**src/rtl/display_scan.sv**
```systemverilog
// display_scan: four-digit seven-segment scan controller with guard-banded anodes and frame-aligned value commit
module display_scan #(
    parameter int DIV   = 100000,
    parameter int GUARD = 16,
    parameter int LZB   = 1
) (
    input  logic        clk,
    input  logic        rst,
    input  logic        en,
    input  logic        load,
    input  logic [15:0] value,
    output logic        busy,
    output logic [3:0]  number,
    output logic [3:0]  an,
    output logic        frame
);
    localparam int CW = $clog2(DIV);
    localparam logic [CW-1:0] LAST = CW'(DIV - 1);
    localparam logic [CW-1:0] GRD = CW'(GUARD);

    typedef enum logic {IDLE, PEND} state_t;

    state_t        state_q, state_d;
    logic [CW-1:0] cnt_q, cnt_d;
    logic [1:0]    idx_q, idx_d;
    logic [15:0]   pend_q, pend_d, disp_q, disp_d;
    logic [3:0]    number_q, number_d, an_q, an_d;
    logic          frame_q, frame_d;
    logic          wrap, boundary;

    // Next-state: outputs are computed from the next cnt/idx/disp so the registered
    // outputs line up with the counters in the same cycle.
    always_comb begin
        wrap     = cnt_q == LAST;
        boundary = wrap && idx_q == 2'd3;
        cnt_d    = wrap ? '0 : cnt_q + 1'b1;
        idx_d    = wrap ? idx_q + 2'd1 : idx_q;
        pend_d   = load ? value : pend_q;
        state_d  = boundary ? IDLE : (load ? PEND : state_q);
        disp_d   = (boundary && (load || state_q == PEND)) ? pend_d : disp_q;
        frame_d  = cnt_d == LAST && idx_d == 2'd3;
        number_d = (LZB != 0 && idx_d != 2'd0 && (disp_d >> {idx_d, 2'b00}) == 16'h0)
                   ? 4'hF : disp_d[{idx_d, 2'b00} +: 4];
        an_d     = (en && cnt_d >= GRD) ? ~(4'b0001 << idx_d) : 4'b1111;
    end

    // State and output registers with synchronous reset; a load during reset is dropped.
    always_ff @(posedge clk) begin
        if (rst) begin
            state_q  <= IDLE;
            cnt_q    <= '0;
            idx_q    <= '0;
            pend_q   <= '0;
            disp_q   <= '0;
            number_q <= 4'h0;
            an_q     <= 4'b1111;
            frame_q  <= 1'b0;
        end else begin
            state_q  <= state_d;
            cnt_q    <= cnt_d;
            idx_q    <= idx_d;
            pend_q   <= pend_d;
            disp_q   <= disp_d;
            number_q <= number_d;
            an_q     <= an_d;
            frame_q  <= frame_d;
        end
    end

    assign busy   = state_q == PEND;
    assign number = number_q;
    assign an     = an_q;
    assign frame  = frame_q;
endmodule
```
**config.mk**
```make
export PLATFORM = sky130hd
export DESIGN_NAME = display_scan
export DESIGN_NICKNAME = d
export VERILOG_FILES = /design/src/rtl/display_scan.sv
export SDC_FILE = /design/constraint.sdc
export NUM_CORES = 1
export LEC_CHECK = 0
export CORE_UTILIZATION = 30
export CTS_CLUSTER_SIZE = 24
export DETAILED_ROUTE_END_ITERATION = 8
export MAX_ROUTING_LAYER = met4
export PLACE_DENSITY_LB_ADDON = 0.25
export SYNTH_ARGS = -nofsm -noshare
export SYNTH_HDL_FRONTEND = slang
export SYNTH_SLANG_ARGS = --single-unit
```
**constraint.sdc**
```tcl
create_clock -name clk -period 3.1 [get_ports clk]
set_input_delay 0.775 -clock clk [delete_from_list [all_inputs] [get_ports clk]]
set_output_delay 0.775 -clock clk [all_outputs]
set_load 0.05 [all_outputs]
```
==> results of run 1 <==
cells by family after synthesis:
| kind of cell | count (synthesis) | share of synthesized area, % |
|---|---|---|
| buffers and inverters | 24 | 3.60 |
| AND/OR/NAND/NOR | 143 | 25.4 |
| XOR/XNOR | 16 | 4.80 |
| multiplexers | 18 | 6.17 |
| flip-flops | 61 | 41.8 |
| adder cells (fa/ha/maj) | 2 | 0.856 |
| AO/OA/AOI/OAI | 74 | 17.4 |
power by group through the flow:
| stage | clock (mW) | combinational (mW) | sequential, mW |
|---|---|---|---|
| detailed placement | 0 | 0.0937 | 0.826 |
| global route | 0.695 | 0.103 | 0.810 |
| CTS | 0.653 | 0.0942 | 0.809 |
| finish | 0.635 | 0.0929 | 0.809 |
| global placement | 0 | 0.0928 | 0.826 |
| floorplan | 0 | 0.0473 | 0.827 |
placed cells by master, fill, tap and decap left out, drive strengths merged, types with 2 or more instances in the layout:
cell	n
a31o	4
clkinv	4
inv	6
clkbuf	12
o211ai	5
or4	5
nor2	41
nor2b	6
nand3	9
ha	2
nor3	14
or2	3
nand2b	3
buf	33
and2	3
mux2i	18
nand4	12
or3	12
o21ai	24
dfxtp	61
o31ai	2
clkdlybuf4s50	28
a22oi	10
xor2	8
nor4	10
a211oi	3
o32ai	2
nand2	22
xnor2	8
a21oi	15
critical path: stages, from the launching register on:
cell and delay [ns]:
dfxtp_1 0.32, or4_4 0.58, or4_4 0.58, buf_12 0.17
o211ai_4 0.19, a22oi_1 0.13, nor4_2 0.43, nand3_1 0.22
o32ai_1 0.29
sequential cells by signal (all words and copies together), names as in the netlist:
signal / count
idx_q: 2
cnt_q: 17
pend_q: 16
an: 4
disp_q: 16
busy: 1
number: 4
frame: 1
Yosys cell counts, types with 2 or more instances:
master / n
a22oi_1: 10
xnor2_1: 8
ha_1: 2
mux2i_1: 18
and2_1: 3
or4_4: 2
a211oi_1: 3
nand4_1: 12
o31ai_1: 2
nor4_1: 9
buf_1: 3
o211ai_1: 2
o21ai_0: 19
o21ai_1: 5
or3_1: 12
nor3_1: 14
xor2_1: 8
a21oi_1: 15
o211ai_2: 3
nor2b_1: 6
nand2_1: 21
inv_1: 6
clkbuf_1: 12
buf_6: 2
dfxtp_1: 61
nand3_1: 9
o32ai_1: 2
a31o_2: 4
nor2_1: 41
nand2b_1: 3
stage by stage:
stage          util, %  total power, mW  TNS [ns]
2_1_floorplan        -            0.874         0
3_3_place_gp      37.8            0.919    -0.797
3_5_place_dp      37.8            0.920    -0.775
4_1_cts           39.7             1.56         0
5_1_grt           40.5             1.61   -0.0309
6_report          40.5             1.54         0
worst max path at each step:
stage | endpoint | slack (ns)
2_1_floorplan | number[0] | 0.09
3_3_place_gp | number[3] | -0.23
3_5_place_dp | number[0] | -0.23
4_1_cts | number[0] | 0.04
5_1_grt | number[2] | -0.02
6_report | number[2] | 0.11
area by class of cell:
cell class | instances | area [sq um] | share of cell area, %
multi-input cells | 255 | 1650 | 43.8
flip-flops and latches | 61 | 1220 | 32.3
repair buffers | 61 | 538 | 14.2
well taps | 129 | 161 | 4.27
clock buffers | 12 | 155 | 4.11
inverters | 7 | 26.3 | 0.695
clock inverters | 4 | 22.5 | 0.596
routing by layer:
layer | GRT usage (%) | vias to the layer above | wire, um
met3 | 4.09 | 18 | 472
met1 | 19.8 | 1276 | 3610
met5 | - | - | 0
met4 | 6.13 | 0 | 193
met2 | 26.2 | 74 | 3750
li1 | - | 1361 | -
what timing repair did:
item | CTS | global route
resized for setup | 0 | 13
setup endpoints to repair | 0 | 4
hold endpoints to repair | 0 | 0
buffers inserted | 0 | 1
==> out/metrics.yaml, run 1 <==
status:
  status: "finished, final reports clean"
global_routing:
  overflow: 0
  antenna_found_initial: 0
  grt_max_degree: 31
  grt_pass1_vias: 2606
  grt_usage_pct: 16.3
  grt_pass1_wl_um: 12500
detailed_routing:
  drc: 0
  drt_iter0_drc: 153
  wl_per_cell_um: 15.2
  routed_wl_um: 8020
  viasPerCell: 5.16
  num_vias: 2729
  dr.pass1.iters: 4
  drtAntennaViolNets: 0
worst_setup_path:
  critPathLaunchType: "flip-flop"
  crit_arrival_ns: 3.24
  path_max_fanout: 7
  end_kind: "flip-flop"
  critical_path_class: "flip-flop to flip-flop"
  critical_path.startpoint: "cnt_q[14]"
  rr_endpoint: "number[2]"
  crit_required_ns: 3.35
  r2r_cells: 8
  r2r-start: "cnt_q[14]"
  rrSetupSlack_ns: 0.11
job:
  cap_violations: 0
sta:
  fmax_mhz: 335
  setup-violations-final: 0
  drv_slew: 0
  whs_ns: 0.491
  relSlewSlack_pct: 63.9
  layout_min_cycle_time_ns: 2.99
  hold_viol_final: 0
  timing.final.ws_setup_ns: 0.111
  skew_ns: 0.00669
  fin_crit_sh_pct: 96.4
  worst_pin_slew_ns: 0.542
finish:
  drive_gt1_share_pct: 17.0
  syn2layout_area_growth_pct: 29.3
  stdcell_count: 529
  antennaDiodeCount: 0
  fillers: 955
  layout.nets: 417
  fin_area_sq_um: 3780
pwr:
  powerDensity_nw_per_um2: 407
  p_int_mw: 1.18
  seqPwrFrac_pct: 52.6
  p_sw_mw: 0.362
  pwr-share-comb_pct: 6.0
  p_leak_nw: 1.37
  irDropWorstVdd_mv: 0.221
  switching_share_pct: 23.5
  power_frac_clock_pct: 41.3
floorplan:
  rows: 35
  core_sq_um: 9330
  num_io_pins: 30
  die_w_um: 101
  die-area_sq_um: 10100
  die_y_um: 101
  initial_core_util_pct: 31.3
clock_network:
  clkTransAtPathRegs_ns: 0.07
  postCtsHoldBufs: 0
  cts_max_level: 3
  tritoncts: "built"
  cts_root_buf: "clkbuf_8"
  cts_sinks: 61
  cts_buffers: 9
  cts.path.max_buffers: 2
  clk_latency_ns: 0.34
synthesis:
  synth_area_leader_cell: "dfxtp_1"
  ys_types: 51
  syn-cell-area_sq_um: 2920
  ys_warn_count: 0
  synth_top_area_share_pct: 41.8
  async_reset_ff_share_pct: 0
  synth_area_leaders: "dfxtp_1 (42%), mux2i_1 (6.2%), nor2_1 (5.3%), o21ai_0 (3.3%), nand2_1 (2.7%)"
  avgSynthCellArea_sq_um: 8.64
  syn_nets: 360
  ys_seq_area_share_pct: 41.8
  synth-main-ff-cell: "dfxtp_1"
  synth-seq-cells: 61
  synth-edff-count: 0
  syn_inst: 338
worst_hold_path:
  hold_depth: 2
  min_from: "pend_q[0]"
  hp-class: "flip-flop to flip-flop"
  worstHoldEndpoint: "pend_q[0]"
place:
  io_buffers: 29
  dp.cells: 510
  gp_congestion: 0.881
  hpwl_um: 5770
  post-place-ws_ns: -0.234
  placed_area_sq_um: 3520
Note: power is estimated with default switching activity, not from simulation.
==> run 2: changes to the inputs <==
--- a/config.mk
+++ b/config.mk
@@ -6,6 +6,7 @@
 export NUM_CORES = 1
 export LEC_CHECK = 0
 export CORE_UTILIZATION = 30
+export CTS_BUF_LIST = sky130_fd_sc_hd__clkbuf_16
 export CTS_CLUSTER_SIZE = 24
 export DETAILED_ROUTE_END_ITERATION = 8
 export MAX_ROUTING_LAYER = met4
==> run 2 against run 1 <==
Compared with the run above: via count is 1.2% lower; highest routed layer unchanged; non-clock buffer count unchanged; critical path depth rose by 1; cell count unchanged; power rose by 15%; sequential cell count is the same; critical endpoint unchanged; first-iteration DRC count shrank 16%; combinational power is essentially flat.
==> out/metrics.yaml, run 2 (synthesis results as in run 1) <==
floorplan:
  rows: 35  # unchanged
  die-area_sq_um: 10100  # unchanged
  die_y_um: 101  # unchanged
  initial_core_util_pct: 31.3  # unchanged
  core_sq_um: 9330  # unchanged
  die_w_um: 101  # unchanged
  num_io_pins: 30  # unchanged
worst_setup_path:
  cp_slowest_cell: "or4_4"  # unchanged
  critical_path_class: "flip-flop to flip-flop"  # unchanged
  crit_arrival_ns: 3.24  # about the same
  path_cells: "or4_4 > or4_4 > buf_12 > o211ai_2 > buf_4 > a22oi_1 > nor4_2 > nand3_1 > o32ai_1"  # was or4_4 > or4_4 > buf_12 > o211ai_4 > a22oi_1 > nor4_2 > nand3_1 > o32ai_1
  end_kind: "flip-flop"  # unchanged
  crit_buf_inv: 2  # was 1
  r2r-start: "cnt_q[14]"  # unchanged
  r2r_cells: 9  # was 8
  critPathLaunchType: "flip-flop"  # unchanged
  slowest_delay_ns: 0.58  # about the same
  rrSetupSlack_ns: 0.09  # was 0.11 ns
  path_max_fanout: 7  # unchanged
  crit_family: "simple AND/OR/NAND/NOR gates"  # unchanged
  rr_endpoint: "number[2]"  # unchanged
  crit_required_ns: 3.33  # was 3.35 ns
  crit_top_cell: "or4_4"  # unchanged
detailed_routing:
  wl_per_cell_um: 15.2  # about the same
  drtAntennaViolNets: 0  # unchanged
  drt_iter0_drc: 129  # was 153
  num_vias: 2696  # was 2729
  routed_wl_um: 8020  # about the same
  viasPerCell: 5.10  # was 5.16
  drc: 0  # unchanged
  dr.pass1.iters: 5  # was 4
place:
  placed_area_sq_um: 3520  # unchanged
  gp_congestion: 0.881  # unchanged
  hpwl_um: 5770  # unchanged
  io_buffers: 29  # unchanged
  post-place-ws_ns: -0.234  # unchanged
finish:
  syn2layout_area_growth_pct: 32.1  # was 29.3%
  top_register: "cnt_q"  # unchanged
  reg_top3: "cnt_q (17), disp_q (16), pend_q (16)"  # unchanged
  fin_area_sq_um: 3860  # was 3780 sq um
  largest_register_ffs: 17  # unchanged
  drive_gt1_share_pct: 16.5  # was 17.0%
  antennaDiodeCount: 0  # unchanged
  layout_commonest_cell: "dfxtp_1"  # unchanged
  layout.nets: 417  # unchanged
  fin_util_pct: 41.4  # was 40.5%
  final_cell_mix: "dfxtp_1 (61), nor2_1 (41), buf_4 (31)"  # unchanged
sta:
  timing.final.ws_setup_ns: 0.0924  # was 0.111 ns
  drv_slew: 0  # unchanged
  grt_setup_unrepaired: "no"
  fin_crit_sh_pct: 97.0  # was 96.4%
  layout_min_cycle_time_ns: 3.01  # was 2.99 ns
  fmax_mhz: 332  # was 335 MHz
  worst_pin_slew_ns: 0.537  # was 0.542 ns
  relSlewSlack_pct: 63.7  # was 63.9%
  skew_ns: 0.00406  # was 0.00669 ns
  hold_viol_final: 0  # unchanged
  setup-violations-final: 0  # unchanged
global_routing:
  overflow: 0  # unchanged
  grt_usage_pct: 16.5  # was 16.3%
  grt_max_degree: 31  # unchanged
  grt_pass1_vias: 2603  # was 2606
  antenna_found_initial: 0  # unchanged
  grt_pass1_wl_um: 12500  # unchanged
clock_network:
  postCtsHoldBufs: 0  # unchanged
  clk_latency_ns: 0.32  # was 0.34 ns
  cts_sinks: 61  # unchanged
  cts.path.max_buffers: 2  # unchanged
  cts_buffers: 9  # unchanged
  tritoncts: "built"  # unchanged
  cts_max_level: 3  # unchanged
  clkTransAtPathRegs_ns: 0.05  # was 0.07 ns
  cts_root_buf: "clkbuf_16"  # was clkbuf_8
worst_hold_path:
  min_from: "pend_q[0]"  # unchanged
  hp-class: "flip-flop to flip-flop"  # unchanged
  worstHoldEndpoint: "pend_q[0]"  # unchanged
  hold_depth: 2  # unchanged
pwr:
  powerDensity_nw_per_um2: 457  # was 407 nW/um^2
  p_leak_nw: 1.41  # was 1.37 nW
  irDropWorstVdd_mv: 0.220  # was 0.221 mV
job:
  cap_violations: 0  # unchanged
status:
  status: "finished, final reports clean"  # unchanged
[run 2: changes by cell type in the layout (fill, tap and decap cells not counted), sizes merged]
cell	before	now
clkbuf	12	9
clkinv	4	6
inv	6	7
[run 2: layout make-up]
cell class | count | area [sq um]
Clock buffer | 9 | 225
Clock inverter | 7 | 33.8
Fill cell | 943 | 5470
Inverter | 7 | 26.3
Multi-Input combinational cell | 255 | 1650
Sequential cell | 61 | 1220
Tap cell | 129 | 161
Timing Repair Buffer | 61 | 538
[run 2: power breakdown]
group          switching [mW]  internal [mW]  leakage, nW
clock                   0.334          0.526        0.131
sequential            0.00875          0.802        0.496
combinational          0.0473         0.0459        0.783
[run 2: stage by stage]
step | power, mW | hold slack [ns] | instances | setup TNS, ns
2_1_floorplan | 0.874 | 0.450 | 338 | 0
6_report | 1.76 | 0.488 | 529 | 0
4_1_cts | 1.79 | 0.490 | 526 | 0
5_1_grt | 1.85 | 0.524 | 529 | 0
3_3_place_gp | 0.919 | 0.479 | 510 | -0.797
3_5_place_dp | 0.920 | 0.478 | 510 | -0.775
[run 2: per-layer routing]
| metal | track usage [%] | part of all wire [%] | up-vias |
|---|---|---|---|
| met5 | - | 0 | - |
| met4 | 5.80 | 1.6 | 0 |
| met3 | 5.34 | 4.9 | 14 |
| met2 | 26.4 | 47 | 58 |
| met1 | 19.6 | 46 | 1263 |
| li1 | - | - | 1361 |
[run 2: how the worst max path moves through the flow]
stage | cells past startpoint | endpoint | startpoint
4_1_cts | 7 | number[0] | cnt_q[6]
6_report | 9 | number[2] | cnt_q[14]
2_1_floorplan | 8 | number[0] | load
3_5_place_dp | 9 | number[0] | load
3_3_place_gp | 9 | number[3] | load
5_1_grt | 8 | number[2] | cnt_q[14]
[run 2: what timing repair did]
action | CTS | global route
buffers inserted | 0 | 1
setup endpoints to repair | 0 | 4
gates resized for setup | 0 | 13
[run 2: tightest hold or removal path, cell delays in order, from the launching register on]
cell	delay [ns]
dfxtp_1	0.30
mux2i_1	0.07
nor2_1	0.09
